===== config.mk =====
export PLATFORM = sky130hd
export DESIGN_NAME = rc4_phase_sequencer_flat
export DESIGN_NICKNAME = d
export VERILOG_FILES = /design/src/rtl/rc4_phase_sequencer_if.sv /design/src/rtl/rc4_phase_sequencer.sv /design/src/flat_wrapper.sv
export SDC_FILE = /design/constraint.sdc
export NUM_CORES = 1
export LEC_CHECK = 0
export BUFFER_PORTS_ARGS = -buffer_cell sky130_fd_sc_hd__buf_4
export CAP_MARGIN = 0
export CORE_MARGIN = 5
export CORE_UTILIZATION = 41
export CTS_CLUSTER_DIAMETER = 60
export DETAILED_ROUTE_END_ITERATION = 12
export PLACE_DENSITY = 0.76
export SLEW_MARGIN = 20
export SYNTH_ARGS = -nofsm -noshare
export SYNTH_HDL_FRONTEND = slang
export SYNTH_SLANG_ARGS = --single-unit

===== constraint.sdc =====
create_clock -name clk -period 1.84 [get_ports clk]
set_input_delay 0.46 -clock clk [delete_from_list [all_inputs] [get_ports clk]]
set_output_delay 0.46 -clock clk [all_outputs]
set_load 0.02 [all_outputs]

===== src/rtl/rc4_phase_sequencer_if.sv =====
// Connection bundle between the RC4 phase sequencer and its three S-memory phase engines.
// The bundle also carries the arbitrated S RAM port.
interface rc4_phase_sequencer_if #(
    parameter int RAM_WIDTH  = 8,
    parameter int RAM_LENGTH = 8,
    parameter int KEY_WIDTH  = 24
);
    logic                  start;
    logic [KEY_WIDTH-1:0]  key;

    logic                  init_start;
    logic                  init_done;
    logic [RAM_LENGTH-1:0] init_sAddr;
    logic [RAM_WIDTH-1:0]  init_sIn;
    logic                  init_sWren;

    logic                  shuf_start;
    logic                  shuf_done;
    logic [RAM_LENGTH-1:0] shuf_sAddr;
    logic [RAM_WIDTH-1:0]  shuf_sIn;
    logic                  shuf_sWren;

    logic                  dec_start;
    logic                  dec_done;
    logic [RAM_LENGTH-1:0] dec_sAddr;
    logic [RAM_WIDTH-1:0]  dec_sIn;
    logic                  dec_sWren;
    logic [RAM_WIDTH-1:0]  dec_aIn;
    logic                  dec_aWren;
    logic                  phase_abort;

    logic [RAM_LENGTH-1:0] sAddr;
    logic [RAM_WIDTH-1:0]  sIn;
    logic                  sWren;

    logic                  busy;
    logic                  found;
    logic                  fail;

    modport master (
        input  start,
        input  init_done, init_sAddr, init_sIn, init_sWren,
        input  shuf_done, shuf_sAddr, shuf_sIn, shuf_sWren,
        input  dec_done, dec_sAddr, dec_sIn, dec_sWren, dec_aIn, dec_aWren,
        output key, init_start, shuf_start, dec_start, phase_abort,
        output sAddr, sIn, sWren, busy, found, fail
    );

    modport slave (
        output start,
        output init_done, init_sAddr, init_sIn, init_sWren,
        output shuf_done, shuf_sAddr, shuf_sIn, shuf_sWren,
        output dec_done, dec_sAddr, dec_sIn, dec_sWren, dec_aIn, dec_aWren,
        input  key, init_start, shuf_start, dec_start, phase_abort,
        input  sAddr, sIn, sWren, busy, found, fail
    );
endinterface


===== src/rtl/rc4_phase_sequencer.sv =====
// RC4 key-search scheduler: runs init/shuffle/decrypt per candidate key, owns the S RAM mux,
// and steps the key until the decrypted text is printable or the key range is exhausted.
module rc4_phase_sequencer #(
    parameter int          RAM_WIDTH  = 8,
    parameter int          RAM_LENGTH = 8,
    parameter int          KEY_WIDTH  = 24,
    parameter int unsigned KEY_MAX    = 2**22 - 1
) (
    input logic                   clk,
    input logic                   reset_n,
    rc4_phase_sequencer_if.master bus
);

    typedef enum logic [3:0] {
        S_IDLE, S_INIT_GO, S_INIT_RUN, S_SHUF_GO, S_SHUF_RUN,
        S_DEC_GO, S_DEC_RUN, S_NEXT_KEY, S_FOUND, S_EXHAUSTED
    } state_t;

    localparam logic [RAM_WIDTH-1:0] CHAR_LO  = RAM_WIDTH'(8'h61);
    localparam logic [RAM_WIDTH-1:0] CHAR_HI  = RAM_WIDTH'(8'h7A);
    localparam logic [RAM_WIDTH-1:0] CHAR_SP  = RAM_WIDTH'(8'h20);
    localparam logic [KEY_WIDTH-1:0] KEY_LAST = KEY_WIDTH'(KEY_MAX);

    state_t                state, state_next;
    logic                  start_q, start_edge, at_rest, rest_next;
    logic                  bad_q, bad_byte, abort_now;
    logic [KEY_WIDTH-1:0]  key_q;
    logic                  init_start_q, shuf_start_q, dec_start_q, phase_abort_q;
    logic                  busy_q, found_q, fail_q;
    logic [RAM_LENGTH-1:0] s_addr;
    logic [RAM_WIDTH-1:0]  s_in;
    logic                  s_wren;

    assign start_edge = bus.start & ~start_q;
    assign at_rest    = (state == S_IDLE) || (state == S_FOUND) || (state == S_EXHAUSTED);
    assign rest_next  = state_next inside {S_IDLE, S_FOUND, S_EXHAUSTED};
    assign bad_byte   = bus.dec_aWren &&
                        !(((bus.dec_aIn >= CHAR_LO) && (bus.dec_aIn <= CHAR_HI)) || (bus.dec_aIn == CHAR_SP));
    // A bad byte arriving together with dec_done still takes the abort path.
    assign abort_now  = (state == S_DEC_RUN) && (bad_byte || bad_q);

    // NOTE: every signal written in an always_comb gets a default first, so no path can infer a latch.
    always_comb begin
        state_next = state;
        case (state)
            S_IDLE, S_FOUND, S_EXHAUSTED: if (start_edge) state_next = S_INIT_GO;
            S_INIT_GO:  state_next = S_INIT_RUN;
            S_INIT_RUN: if (bus.init_done) state_next = S_SHUF_GO;
            S_SHUF_GO:  state_next = S_SHUF_RUN;
            S_SHUF_RUN: if (bus.shuf_done) state_next = S_DEC_GO;
            S_DEC_GO:   state_next = S_DEC_RUN;
            S_DEC_RUN: begin
                if (abort_now)         state_next = (key_q == KEY_LAST) ? S_EXHAUSTED : S_NEXT_KEY;
                else if (bus.dec_done) state_next = S_FOUND;
            end
            S_NEXT_KEY: state_next = S_INIT_GO;
            default:    state_next = S_IDLE;
        endcase
    end

    always_comb begin
        s_addr = '0;
        s_in   = '0;
        s_wren = 1'b0;
        case (state)
            S_INIT_GO, S_INIT_RUN: begin
                s_addr = bus.init_sAddr; s_in = bus.init_sIn; s_wren = bus.init_sWren;
            end
            S_SHUF_GO, S_SHUF_RUN: begin
                s_addr = bus.shuf_sAddr; s_in = bus.shuf_sIn; s_wren = bus.shuf_sWren;
            end
            S_DEC_GO, S_DEC_RUN: begin
                s_addr = bus.dec_sAddr;  s_in = bus.dec_sIn;  s_wren = bus.dec_sWren;
            end
            default: ;
        endcase
    end

    // Status and pulse outputs are registered from the next state so they come straight off flops.
    // NOTE: sequential state uses non-blocking assignments so all flops update from pre-edge values.
    always_ff @(posedge clk or negedge reset_n) begin
        if (!reset_n) begin
            state         <= S_IDLE;
            start_q       <= 1'b0;
            key_q         <= '0;
            bad_q         <= 1'b0;
            init_start_q  <= 1'b0;
            shuf_start_q  <= 1'b0;
            dec_start_q   <= 1'b0;
            phase_abort_q <= 1'b0;
            busy_q        <= 1'b0;
            found_q       <= 1'b0;
            fail_q        <= 1'b0;
        end else begin
            state   <= state_next;
            start_q <= bus.start;
            if (at_rest && start_edge)    key_q <= '0;
            else if (state == S_NEXT_KEY) key_q <= key_q + KEY_WIDTH'(1);
            if (state == S_DEC_GO)                    bad_q <= 1'b0;
            else if ((state == S_DEC_RUN) && bad_byte) bad_q <= 1'b1;
            init_start_q  <= (state_next == S_INIT_GO);
            shuf_start_q  <= (state_next == S_SHUF_GO);
            dec_start_q   <= (state_next == S_DEC_GO);
            phase_abort_q <= abort_now;
            busy_q        <= !rest_next;
            found_q       <= (state_next == S_FOUND);
            fail_q        <= (state_next == S_EXHAUSTED);
        end
    end

    assign bus.key         = key_q;
    assign bus.init_start  = init_start_q;
    assign bus.shuf_start  = shuf_start_q;
    assign bus.dec_start   = dec_start_q;
    assign bus.phase_abort = phase_abort_q;
    assign bus.sAddr       = s_addr;
    assign bus.sIn         = s_in;
    assign bus.sWren       = s_wren;
    assign bus.busy        = busy_q;
    assign bus.found       = found_q;
    assign bus.fail        = fail_q;

endmodule

===== src/flat_wrapper.sv =====
// flat-port wrapper written by rule: the top's interface ports become plain ports
module rc4_phase_sequencer_flat 
#(
    parameter int          RAM_WIDTH  = 8,
    parameter int          RAM_LENGTH = 8,
    parameter int          KEY_WIDTH  = 24,
    parameter int unsigned KEY_MAX    = 2**22 - 1
)
  (clk, reset_n, bus_start, bus_init_done, bus_init_sAddr, bus_init_sIn, bus_init_sWren, bus_shuf_done, bus_shuf_sAddr, bus_shuf_sIn, bus_shuf_sWren, bus_dec_done, bus_dec_sAddr, bus_dec_sIn, bus_dec_sWren, bus_dec_aIn, bus_dec_aWren, bus_key, bus_init_start, bus_shuf_start, bus_dec_start, bus_phase_abort, bus_sAddr, bus_sIn, bus_sWren, bus_busy, bus_found, bus_fail);
  rc4_phase_sequencer_if #(.RAM_WIDTH(RAM_WIDTH), .RAM_LENGTH(RAM_LENGTH), .KEY_WIDTH(KEY_WIDTH)) bus_i ();
  input logic clk;
  input logic reset_n;
  input wire logic [$bits(bus_i.start)-1:0] bus_start;
  input wire logic [$bits(bus_i.init_done)-1:0] bus_init_done;
  input wire logic [$bits(bus_i.init_sAddr)-1:0] bus_init_sAddr;
  input wire logic [$bits(bus_i.init_sIn)-1:0] bus_init_sIn;
  input wire logic [$bits(bus_i.init_sWren)-1:0] bus_init_sWren;
  input wire logic [$bits(bus_i.shuf_done)-1:0] bus_shuf_done;
  input wire logic [$bits(bus_i.shuf_sAddr)-1:0] bus_shuf_sAddr;
  input wire logic [$bits(bus_i.shuf_sIn)-1:0] bus_shuf_sIn;
  input wire logic [$bits(bus_i.shuf_sWren)-1:0] bus_shuf_sWren;
  input wire logic [$bits(bus_i.dec_done)-1:0] bus_dec_done;
  input wire logic [$bits(bus_i.dec_sAddr)-1:0] bus_dec_sAddr;
  input wire logic [$bits(bus_i.dec_sIn)-1:0] bus_dec_sIn;
  input wire logic [$bits(bus_i.dec_sWren)-1:0] bus_dec_sWren;
  input wire logic [$bits(bus_i.dec_aIn)-1:0] bus_dec_aIn;
  input wire logic [$bits(bus_i.dec_aWren)-1:0] bus_dec_aWren;
  output wire logic [$bits(bus_i.key)-1:0] bus_key;
  output wire logic [$bits(bus_i.init_start)-1:0] bus_init_start;
  output wire logic [$bits(bus_i.shuf_start)-1:0] bus_shuf_start;
  output wire logic [$bits(bus_i.dec_start)-1:0] bus_dec_start;
  output wire logic [$bits(bus_i.phase_abort)-1:0] bus_phase_abort;
  output wire logic [$bits(bus_i.sAddr)-1:0] bus_sAddr;
  output wire logic [$bits(bus_i.sIn)-1:0] bus_sIn;
  output wire logic [$bits(bus_i.sWren)-1:0] bus_sWren;
  output wire logic [$bits(bus_i.busy)-1:0] bus_busy;
  output wire logic [$bits(bus_i.found)-1:0] bus_found;
  output wire logic [$bits(bus_i.fail)-1:0] bus_fail;
  assign bus_i.start = bus_start;
  assign bus_i.init_done = bus_init_done;
  assign bus_i.init_sAddr = bus_init_sAddr;
  assign bus_i.init_sIn = bus_init_sIn;
  assign bus_i.init_sWren = bus_init_sWren;
  assign bus_i.shuf_done = bus_shuf_done;
  assign bus_i.shuf_sAddr = bus_shuf_sAddr;
  assign bus_i.shuf_sIn = bus_shuf_sIn;
  assign bus_i.shuf_sWren = bus_shuf_sWren;
  assign bus_i.dec_done = bus_dec_done;
  assign bus_i.dec_sAddr = bus_dec_sAddr;
  assign bus_i.dec_sIn = bus_dec_sIn;
  assign bus_i.dec_sWren = bus_dec_sWren;
  assign bus_i.dec_aIn = bus_dec_aIn;
  assign bus_i.dec_aWren = bus_dec_aWren;
  assign bus_key = bus_i.key;
  assign bus_init_start = bus_i.init_start;
  assign bus_shuf_start = bus_i.shuf_start;
  assign bus_dec_start = bus_i.dec_start;
  assign bus_phase_abort = bus_i.phase_abort;
  assign bus_sAddr = bus_i.sAddr;
  assign bus_sIn = bus_i.sIn;
  assign bus_sWren = bus_i.sWren;
  assign bus_busy = bus_i.busy;
  assign bus_found = bus_i.found;
  assign bus_fail = bus_i.fail;
  rc4_phase_sequencer #(.RAM_WIDTH(RAM_WIDTH), .RAM_LENGTH(RAM_LENGTH), .KEY_WIDTH(KEY_WIDTH), .KEY_MAX(KEY_MAX)) u_core (.clk(clk), .reset_n(reset_n), .bus(bus_i));
endmodule

# --- Word level (Yosys, flattened, before mapping) ---
# Cells that the tools add are included.
classes:
  n_bitwise: 2
  n_reduce_logical: 20
  order_cmp: 2
  n_eq_ne: 16
  mux: 14
  n_addsub: 1
ops:
  columns: ["operator", "count"]
  rows:
  - ["24-bit 2-to-1 mux", 2]
  - ["8-bit case mux with 3 select lines", 2]
  - ["4-bit case mux with 8 select lines", 1]
  - ["24-bit by 1-bit adder with 24-bit output, second input constant", 1]
  - ["24-bit by 22-bit == test with 1-bit output, second input constant", 1]
  - ["4-bit 2-to-1 mux", 6]
  - ["4-bit by 3-bit == test with 1-bit output, second input constant", 5]
  - ["4-bit == test, second input constant", 4]
  - ["4-bit by 2-bit == test with 1-bit output, second input constant", 3]
  - ["4-bit by 1-bit == test with 1-bit output, second input constant", 2]
  - ["8-bit by 6-bit == test with 1-bit output, second input constant", 1]
  - ["8-bit by 7-bit >= comparator with 1-bit output, second input constant", 1]
  - ["8-bit by 7-bit <= comparator with 1-bit output, second input constant", 1]
  - ["4-bit zero test", 2]
  - ["2-bit OR reduction", 3]
  - ["1-bit logical AND", 5]
  - ["1-bit logical OR", 4]
  - ["2-bit nonzero test", 2]
  - ["1-bit case mux with 3 select lines", 1]
  - ["3-bit nonzero test", 1]
  - ["3-bit OR reduction", 1]
  - ["1-bit zero test", 2]
  - ["1-bit 2-to-1 mux", 2]
  - ["1-bit AND", 1]
  - ["1-bit NOT", 1]
word_totals:
  out_inout_bits: 48
  wordCells: 66
  inputBits: 66
  ff_bits: 37

# --- Logic depth before layout (Yosys ltp) ---
# Gate-level depths: netlist (run 1).
logic_depth:
  word_depth: 12
  depth_mapped: 8
  depth_no_buf: 7

# --- Worst setup path after synthesis (run 1) ---
# OpenSTA, ideal clock, no wires.
synth_timing:
  path_kind: "register to output"
  start: "reg u_core.state[1]"
  end: "out bus_sAddr[2]"
  slack_ps: -245
  n_path_buf: 2
  required_ps: 1380
  stages_incl_launch_ff: 8
  arrival_time_ps: 1625
  cell_sequence: "dfrtp_1 -> buf_4 -> nor3b_1 -> a21oi_1 -> nor2_1 -> buf_4 -> a222oi_1 -> inv_1"
synth_between:
  elab_chain_cells: 3
  word_cells_on_any_way: 10
  cone_classes: "eq/ne (6); mux (1); reduce/logical (3)"
synth_lines:
  columns: ["item", "line", "source"]
  rows:
  - ["from (decl)", "rc4_phase_sequencer.sv:24", "state_t state, state_next;"]
  - ["from (signal assigned)", "rc4_phase_sequencer.sv:95", "state <= state_next;"]
  - ["4-bit by 3-bit == test with 1-bit output, or another cell as far along", "rc4_phase_sequencer.sv:65", "case (state)"]
  - ["2-bit OR reduction", "rc4_phase_sequencer.sv:65", null]
  - ["8-bit case mux with 3 select lines (*)", "rc4_phase_sequencer.sv:65", null]
  - ["to (decl)", "flat_wrapper.sv:33", "output wire logic [$bits(bus_i.sAddr)-1:0] bus_sAddr;"]
# Mark *: on every way between the ends. The rest lies on a longest branch, timed or not.

# --- Worst setup path after layout (run 1) ---
layout_timing:
  start: "reg u_core.state[0]"
  end: "out bus_sWren"
layout_between:
  elab_chain_cells: 3
  word_cells_on_any_way: 10
  cone_classes: "eq/ne (6); mux (1); reduce/logical (3)"
layout_lines:
  columns: ["item", "line", "source"]
  rows:
  - ["4-bit by 3-bit == test with 1-bit output, or another cell as far along", "rc4_phase_sequencer.sv:65", null]
  - ["2-bit OR reduction", "rc4_phase_sequencer.sv:65", null]
  - ["1-bit case mux with 3 select lines (*)", "rc4_phase_sequencer.sv:65", null]
  - ["to (decl)", "flat_wrapper.sv:35", "output wire logic [$bits(bus_i.sWren)-1:0] bus_sWren;"]
# Marks and branches as above.

==> impl_results.md, run 1 <==
* Final HPWL DP at roughly 5.2 mm
* Total number of vias at roughly 2,400
* Reg-to-reg slack, setup at around 20 ps
* Largest stage delay, worst path at between 400 and 500 ps
* Vias in the first global route at 2,496
* CP max-delay cell: dfrtp_2
* R2R cell count at 6
* Buf/Inv on CP at 2
* Mapped Cells at 240
* Relative slew slack at 0.681
* Post-route ant nets at 0
* Antenna Cells at 0
* Static leakage at 1.87 nW
* Worst slew pin tran at 479 ps
* Final wirelength at roughly 6.9 mm
* Dpl ws at -282 ps
* Drt wl/cell at between 15 and 20 um
* First-pass GRT wire length at ~11 mm
* Final WS setup at -441 ps
* Final setup violation count at 17
* Tot Pwr at 5.86 mW
* Violated checks: setup timing
* Gr ovfl total at 0
* Max Slew Vio Count at 0
* CTS sink count at 37
* Largest net degree at the start of global routing at 38
* CP max FO at 9
* Max_cap viols at 0
* # nets final at roughly 450
* TritonCTS clock tree: done
* Syn Nets at between 300 and 400
* RePlAce Congestion at between 0.8 and 0.9
* Initial Utilization at 0.429
* Antenna violations before repair at 0
* Crit end category: output pin
* RR Endpoint: u_core.bus.busy$_DFF_PN0_
* Outcome: finished, violations left
* Row count at 26
* Post-synth EDFFs at 0
* Peak Freq at roughly 0.44 GHz
* Post-Synthesis Cell Area at about 2200 um^2
* Skew final at roughly 6.6 ps
* Fin. Hold Viols at 0
* IR drop worst, VDD at between 0.001 and 0.0015 V
* GRT Overall Usage at 0.193
* Clk slew on worst S/H paths at 80 ps
* # IOs at ~110
* Min-Delay Path Class: in2async
* Yosys reg bits at 37
* Later-pin clock latency in the skew report at ~290 ps
* Ys flop type: dfrtp_1
* Die H at ~84 um
* CP cell instances: nor2b_4 -> a21oi_4 -> nor2_2 -> a222oi_1 -> inv_1 -> buf_6
* RSZ-0062 raised after global routing: true
* Seq/Total Area, Yosys at 0.417
* Multi-input combinational cell area at about 1200 um^2
* Asr flop ratio synth at 1.00
* Die X at between 80 and 90 um
* Drt first pass iters at 6
* Setup CP Type: reg2out
* CP Data Required Time at between 1000 and 1500 ps
* Clk root buf: clkbuf_8
* Core area at 5170 um^2
* Crit-path leading delay family: compound AO/OA/AOI/OAI gates
* Reg-to-Reg Start: u_core.state[0]$_DFF_PN0_
* Fill count at approximately 400
* Syn-to-layout area delta at 63.5%
* Share of cells above drive strength 1 at 0.477
* Clock H-tree levels at 2
* Synth unique cells at 44
* Number of buffers created by CTS at 5
* Post-CTS Hold Buffers at 0
* Vias per Instance at ~5.2
* Port buffer count at roughly 110
* Avg Cell Area, Syn at slightly above 9 um^2
* P per Cell Area at ~1600 nW/um^2
* Fin crit period at approximately 2300 ps
* DRC viols at 0
* Finished Layout Cells at between 400 and 500
* Fin crit share at 1.24
* CP Launch Type: register
* Syn. warnings at 0
* Drt initial violations at 129
* Cells after DPL at roughly 440
* Seq. cell area at 928 um^2
* WP data arrival at between 1500 and 2000 ps
* Longest Clk Path Bufs at 2
* Die area at around 7000 um^2
-- synth_stat cells, types with 2 or more instances --
library cell,count,area share
xnor2_1,14,0.055
xor2_1,7,0.028
buf_2,2,0.0045
nand2_1,21,0.035
nor2_1,38,0.064
clkbuf_1,2,0.0034
and4b_1,2,0.0090
buf_6,3,0.015
nor3_1,6,0.014
nand3_1,10,0.023
and2_1,3,0.0085
a222oi_1,17,0.077
o21ai_0,5,0.011
nor3_2,3,0.014
dfrtp_1,37,0.42
nor2_4,2,0.010
and3_1,5,0.014
inv_1,23,0.039
buf_4,3,0.010
or3_1,3,0.0085
nand2b_1,2,0.0056
a21oi_1,8,0.018
nor2b_1,3,0.0085
-- stage by stage --
step	utilization	TNS (ps)	cell area, um^2	hold slack (ps)
global route	0.702	-8920	3630	168
finish	0.702	-6830	3630	113
detailed placement	0.641	-4810	3310	456
global placement	0.641	-3870	3310	447
floorplan	-	-955	2270	164
CTS	0.683	-6540	3530	137
-- state kept, by name (all words and copies together) (netlist names) --
register	count
u_core.bus.key	24
u_core.bus.phase_abort	1
u_core.state	4
u_core.bus.fail	1
u_core.bus.dec_start	1
u_core.bus.init_start	1
u_core.bus.found	1
u_core.start_q	1
u_core.bus.busy	1
u_core.bad_q	1
u_core.bus.shuf_start	1
-- cell families (layout without fill, tap and decap cells) --
family                   count (synthesis)  in the layout  synth area share
XOR/XNOR                                21             21            0.0828
multiplexers                             1              1           0.00451
buffers and inverters                   33            178            0.0721
adder cells (fa/ha/maj)                  1              1           0.00563
flip-flops                              37             37             0.417
AO/OA/AOI/OAI                           37             37             0.144
AND/OR/NAND/NOR                        110            111             0.274
-- worst max-delay path by stage --
stage / start / endpoint / slack, ps / depth (start not counted)
final: u_core.state[0]$_DFF_PN0_ / bus_sWren / -440 / 6
after global routing: u_core.state[1]$_DFF_PN0_ / bus_sWren / -550 / 6
after CTS: u_core.state[0]$_DFF_PN0_ / bus_sIn[4] / -410 / 6
after detailed placement: u_core.state[1]$_DFF_PN0_ / bus_sAddr[6] / -280 / 5
after global placement: u_core.state[1]$_DFF_PN0_ / bus_sAddr[3] / -230 / 5
after floorplan: u_core.state[0]$_DFF_PN0_ / bus_sAddr[2] / -100 / 7
-- where the power goes --
part	internal, mW	switching, mW	leakage (nW)
clock network	0.442	0.292	0.0585
logic	1.83	1.96	1.32
registers	1.07	0.269	0.490
-- final cells by class --
| cell class | instances | area share |
|---|---|---|
| inverter | 23 | 0.0238 |
| multi-input combinational | 171 | 0.342 |
| clock buffer | 7 | 0.0238 |
| tap | 70 | 0.0241 |
| sequential | 37 | 0.256 |
| timing repair buffer | 147 | 0.323 |
| clock inverter | 1 | 0.00827 |
-- cells in the final DEF, fill, tap and decap left out, types with 2 or more instances in the layout --
cell type,Yosys,final
dfrtp_1,37,35
nand2b_1,2,2
nor3_4,0,3
a222oi_1,17,17
and2_1,3,2
nor2_1,38,36
and3_1,5,5
a21oi_1,8,7
nor2b_1,3,2
inv_1,23,23
xnor2_1,14,13
o21ai_0,5,5
buf_6,3,15
or3_1,3,3
nand2_1,21,21
clkbuf_8,0,6
buf_4,3,131
nand3_1,10,9
nor3_1,6,5
dfrtp_2,0,2
nor2_4,2,4
xor2_1,7,7
-- repair_timing --
| action | CTS | global route |
|---|---|---|
| pin swaps | 15 | 5 |
| buffers inserted | 13 | 4 |
| resized for setup | 17 | 15 |
| gates cloned | 0 | 1 |
| endpoints found under the setup margin | 18 | 29 |
-- metal layers --
layer / GRT usage / vias up / part of all wire
met5: 0 / - / 0
met3: 0.0721 / 15 / 0.10
met2: 0.351 / 117 / 0.53
met1: 0.206 / 1124 / 0.35
met4: 0.0570 / 0 / 0.020
li1: - / 1132 / -
-- worst register-to-register path: cells and delay by family (launching register included) --
kind | cells | cell delay (ps)
and+or+nand+nor | 4 | 820
buffers and inverters | 1 | 190
DFF | 1 | 470
muxes | 1 | 200
No activity file was read; power rests on OpenSTA's default activity.
==> run 2: changes to the inputs <==
Settings changed: REMOVE_ABC_BUFFERS from default to 1.
==> impl_results.md, run 2 (synthesized netlist as in run 1, its figures left out) <==
* Die X at 83.6 um (unchanged)
* Worst slew pin tran at 475 ps (was 479 ps)
* Most frequent cells in the layout: buf_4 (135), nor2_1 (37), dfrtp_1 (35) (was buf_4 (131), nor2_1 (36), dfrtp_1 (35))
* Vias per Instance at 5.14 (was 5.24)
* Max_cap viols at 0 (unchanged)
* TritonCTS clock tree: done (unchanged)
* Violated checks: setup timing (unchanged)
* Dpl cell area at 3280 um^2 (was 3310 um^2)
* Vias in the first global route at 2,474 (was 2,496)
* Final Cell Area at 3570 um^2 (was 3630 um^2)
* CP Data Required Time at 1380 ps (about the same)
* Drt wl/cell at 14.5 um (was 15.1 um)
* Fin crit share at 1.23 (was 1.24)
* Antenna Cells at 0 (unchanged)
* Skew final at 5.33 ps (was 6.57 ps)
* RePlAce Congestion at 0.836 (was 0.808)
* First-pass GRT wire length at 11.2 mm (about the same)
* RR Endpoint: u_core.bus.key[16]$_DFFE_PN0P_ (was u_core.bus.busy$_DFF_PN0_)
* Final HPWL DP at 5.07 mm (was 5.21 mm)
* RSZ-0062 raised after global routing: true (unchanged)
* CTS sink count at 37 (unchanged)
* CP Launch Type: register (unchanged)
* Clk slew on worst S/H paths at 80 ps (about the same)
* Max Slew Vio Count at 0 (unchanged)
* WP data arrival at 1810 ps (was 1820 ps)
* Largest net degree at the start of global routing at 38 (unchanged)
* Final wirelength at 6.60 mm (was 6.91 mm)
* Core area at 5170 um^2 (unchanged)
* Clk root buf: clkbuf_8 (unchanged)
* Die H at 83.6 um (unchanged)
* Static leakage at 1.83 nW (was 1.87 nW)
* Peak Freq at 0.441 GHz (was 0.438 GHz)
* Total number of vias at 2,334 (was 2,388)
* Reg-to-reg slack, setup at -20 ps (was 20 ps)
* Row count at 26 (unchanged)
* IR drop worst, VDD at 0.00100 V (was 0.00117 V)
* Tot Pwr at 5.58 mW (was 5.86 mW)
* Hold_ws at 116 ps (was 113 ps)
* Most common cell after layout, fill and taps aside: buf_4 (unchanged)
* Reg-to-Reg Start: u_core.state[3]$_DFF_PN0_ (was u_core.state[0]$_DFF_PN0_)
* Antenna violations before repair at 0 (unchanged)
* Die area at 6990 um^2 (unchanged)
* Post-route ant nets at 0 (unchanged)
* GRT Overall Usage at 0.192 (was 0.193)
* Initial Utilization at 0.429 (unchanged)
* Relative slew slack at 0.683 (was 0.681)
* Final setup violation count at 18 (was 17)
* Later-pin clock latency in the skew report at 290 ps (about the same)
* Crit end category: output pin (unchanged)
* Syn-to-layout area delta at 61.0% (was 63.5%)
* Clock H-tree levels at 2 (unchanged)
* Longest Clk Path Bufs at 2 (unchanged)
* Min-Delay Path Class: in2async (unchanged)
* Post-CTS Hold Buffers at 0 (unchanged)
* Max reg flops at 24 (unchanged)
* Outcome: finished, violations left (unchanged)
* Drt initial violations at 107 (was 129)
* # nets final at 450 (was 452)
* Number of buffers created by CTS at 5 (unchanged)
* Share of cells above drive strength 1 at 0.474 (was 0.477)
* Setup CP Type: reg2out (unchanged)
* CP max FO at 18 (was 9)
* Drt first pass iters at 5 (was 6)
* Final WS setup at -428 ps (was -441 ps)
* Gr ovfl total at 0 (unchanged)
* Fin. Hold Viols at 0 (unchanged)
* Port buffer count at 113 (unchanged)
* Fin crit period at 2270 ps (was 2280 ps)
* # IOs at 114 (unchanged)
* P per Cell Area at 1560 nW/um^2 (was 1610 nW/um^2)
* DRC viols at 0 (unchanged)
* R2R cell count at 8 (was 6)
==> run 2: cell count changes in the layout (fill, tap and decap cells not counted), sizes merged <==
cell	delta
bufinv	-1
nor2	-1
clkinv	+1
buf	-1
==> run 2: power breakdown <==
part	total, mW	internal, mW	leakage (nW)	switching (mW)
Combinational	3.65	1.74	1.28	1.91
Clock	0.633	0.339	0.0542	0.294
Sequential	1.30	1.07	0.489	0.234
==> run 2: critical path: stages (launching register included) <==
cell	delay [ps]
dfrtp_1	430
nor3b_1	270
a21oi_2	80
nor2_4	330
a222oi_1	190
inv_1	80
buf_4	140
==> run 2: layout make-up <==
class | instances | area (um^2)
clock buffers | 7 | 96.3
clock inverters | 1 | 5.00
flip-flops and latches | 37 | 928
inverters | 23 | 86.3
well taps | 70 | 87.6
repair buffers | 146 | 1150
fillers | 387 | 1600
multi-input cells | 170 | 1220
==> run 2: through the flow <==
step	setup TNS, ps	instances	util	worst slack, ps
2_1_floorplan	-8340	230	-	-468
3_5_place_dp	-11200	437	0.633	-645
3_3_place_gp	-9730	437	0.633	-572
4_1_cts	-6810	449	0.672	-424
6_report	-7040	454	0.691	-428
5_1_grt	-9600	454	0.691	-556
==> run 2: metal layers <==
| layer | vias up | share of wire | global-route usage |
|---|---|---|---|
| li1 | 1130 | - | - |
| met1 | 1101 | 0.38 | 0.223 |
| met2 | 94 | 0.52 | 0.333 |
| met3 | 9 | 0.092 | 0.0750 |
| met4 | 0 | 0.013 | 0.0439 |
| met5 | - | 0 | 0 |
==> run 2: how the worst max path moves through the flow <==
stage	from	end	slack, ps	depth (start not counted)
3_5_place_dp	u_core.state[0]$_DFF_PN0_	bus_sIn[6]	-650	6
2_1_floorplan	u_core.state[2]$_DFF_PN0_	bus_sAddr[0]	-470	5
5_1_grt	u_core.state[0]$_DFF_PN0_	bus_sAddr[7]	-560	6
4_1_cts	u_core.state[0]$_DFF_PN0_	bus_sIn[6]	-420	7
3_3_place_gp	u_core.state[0]$_DFF_PN0_	bus_sIn[6]	-570	6
6_report	u_core.state[0]$_DFF_PN0_	bus_sIn[7]	-430	6
==> run 2: repair_timing <==
item                                    4_1_cts  5_1_grt
gates resized for setup                      16       16
setup buffers                                 6        6
endpoints found under the setup margin       20       29
pin swaps                                    11        9
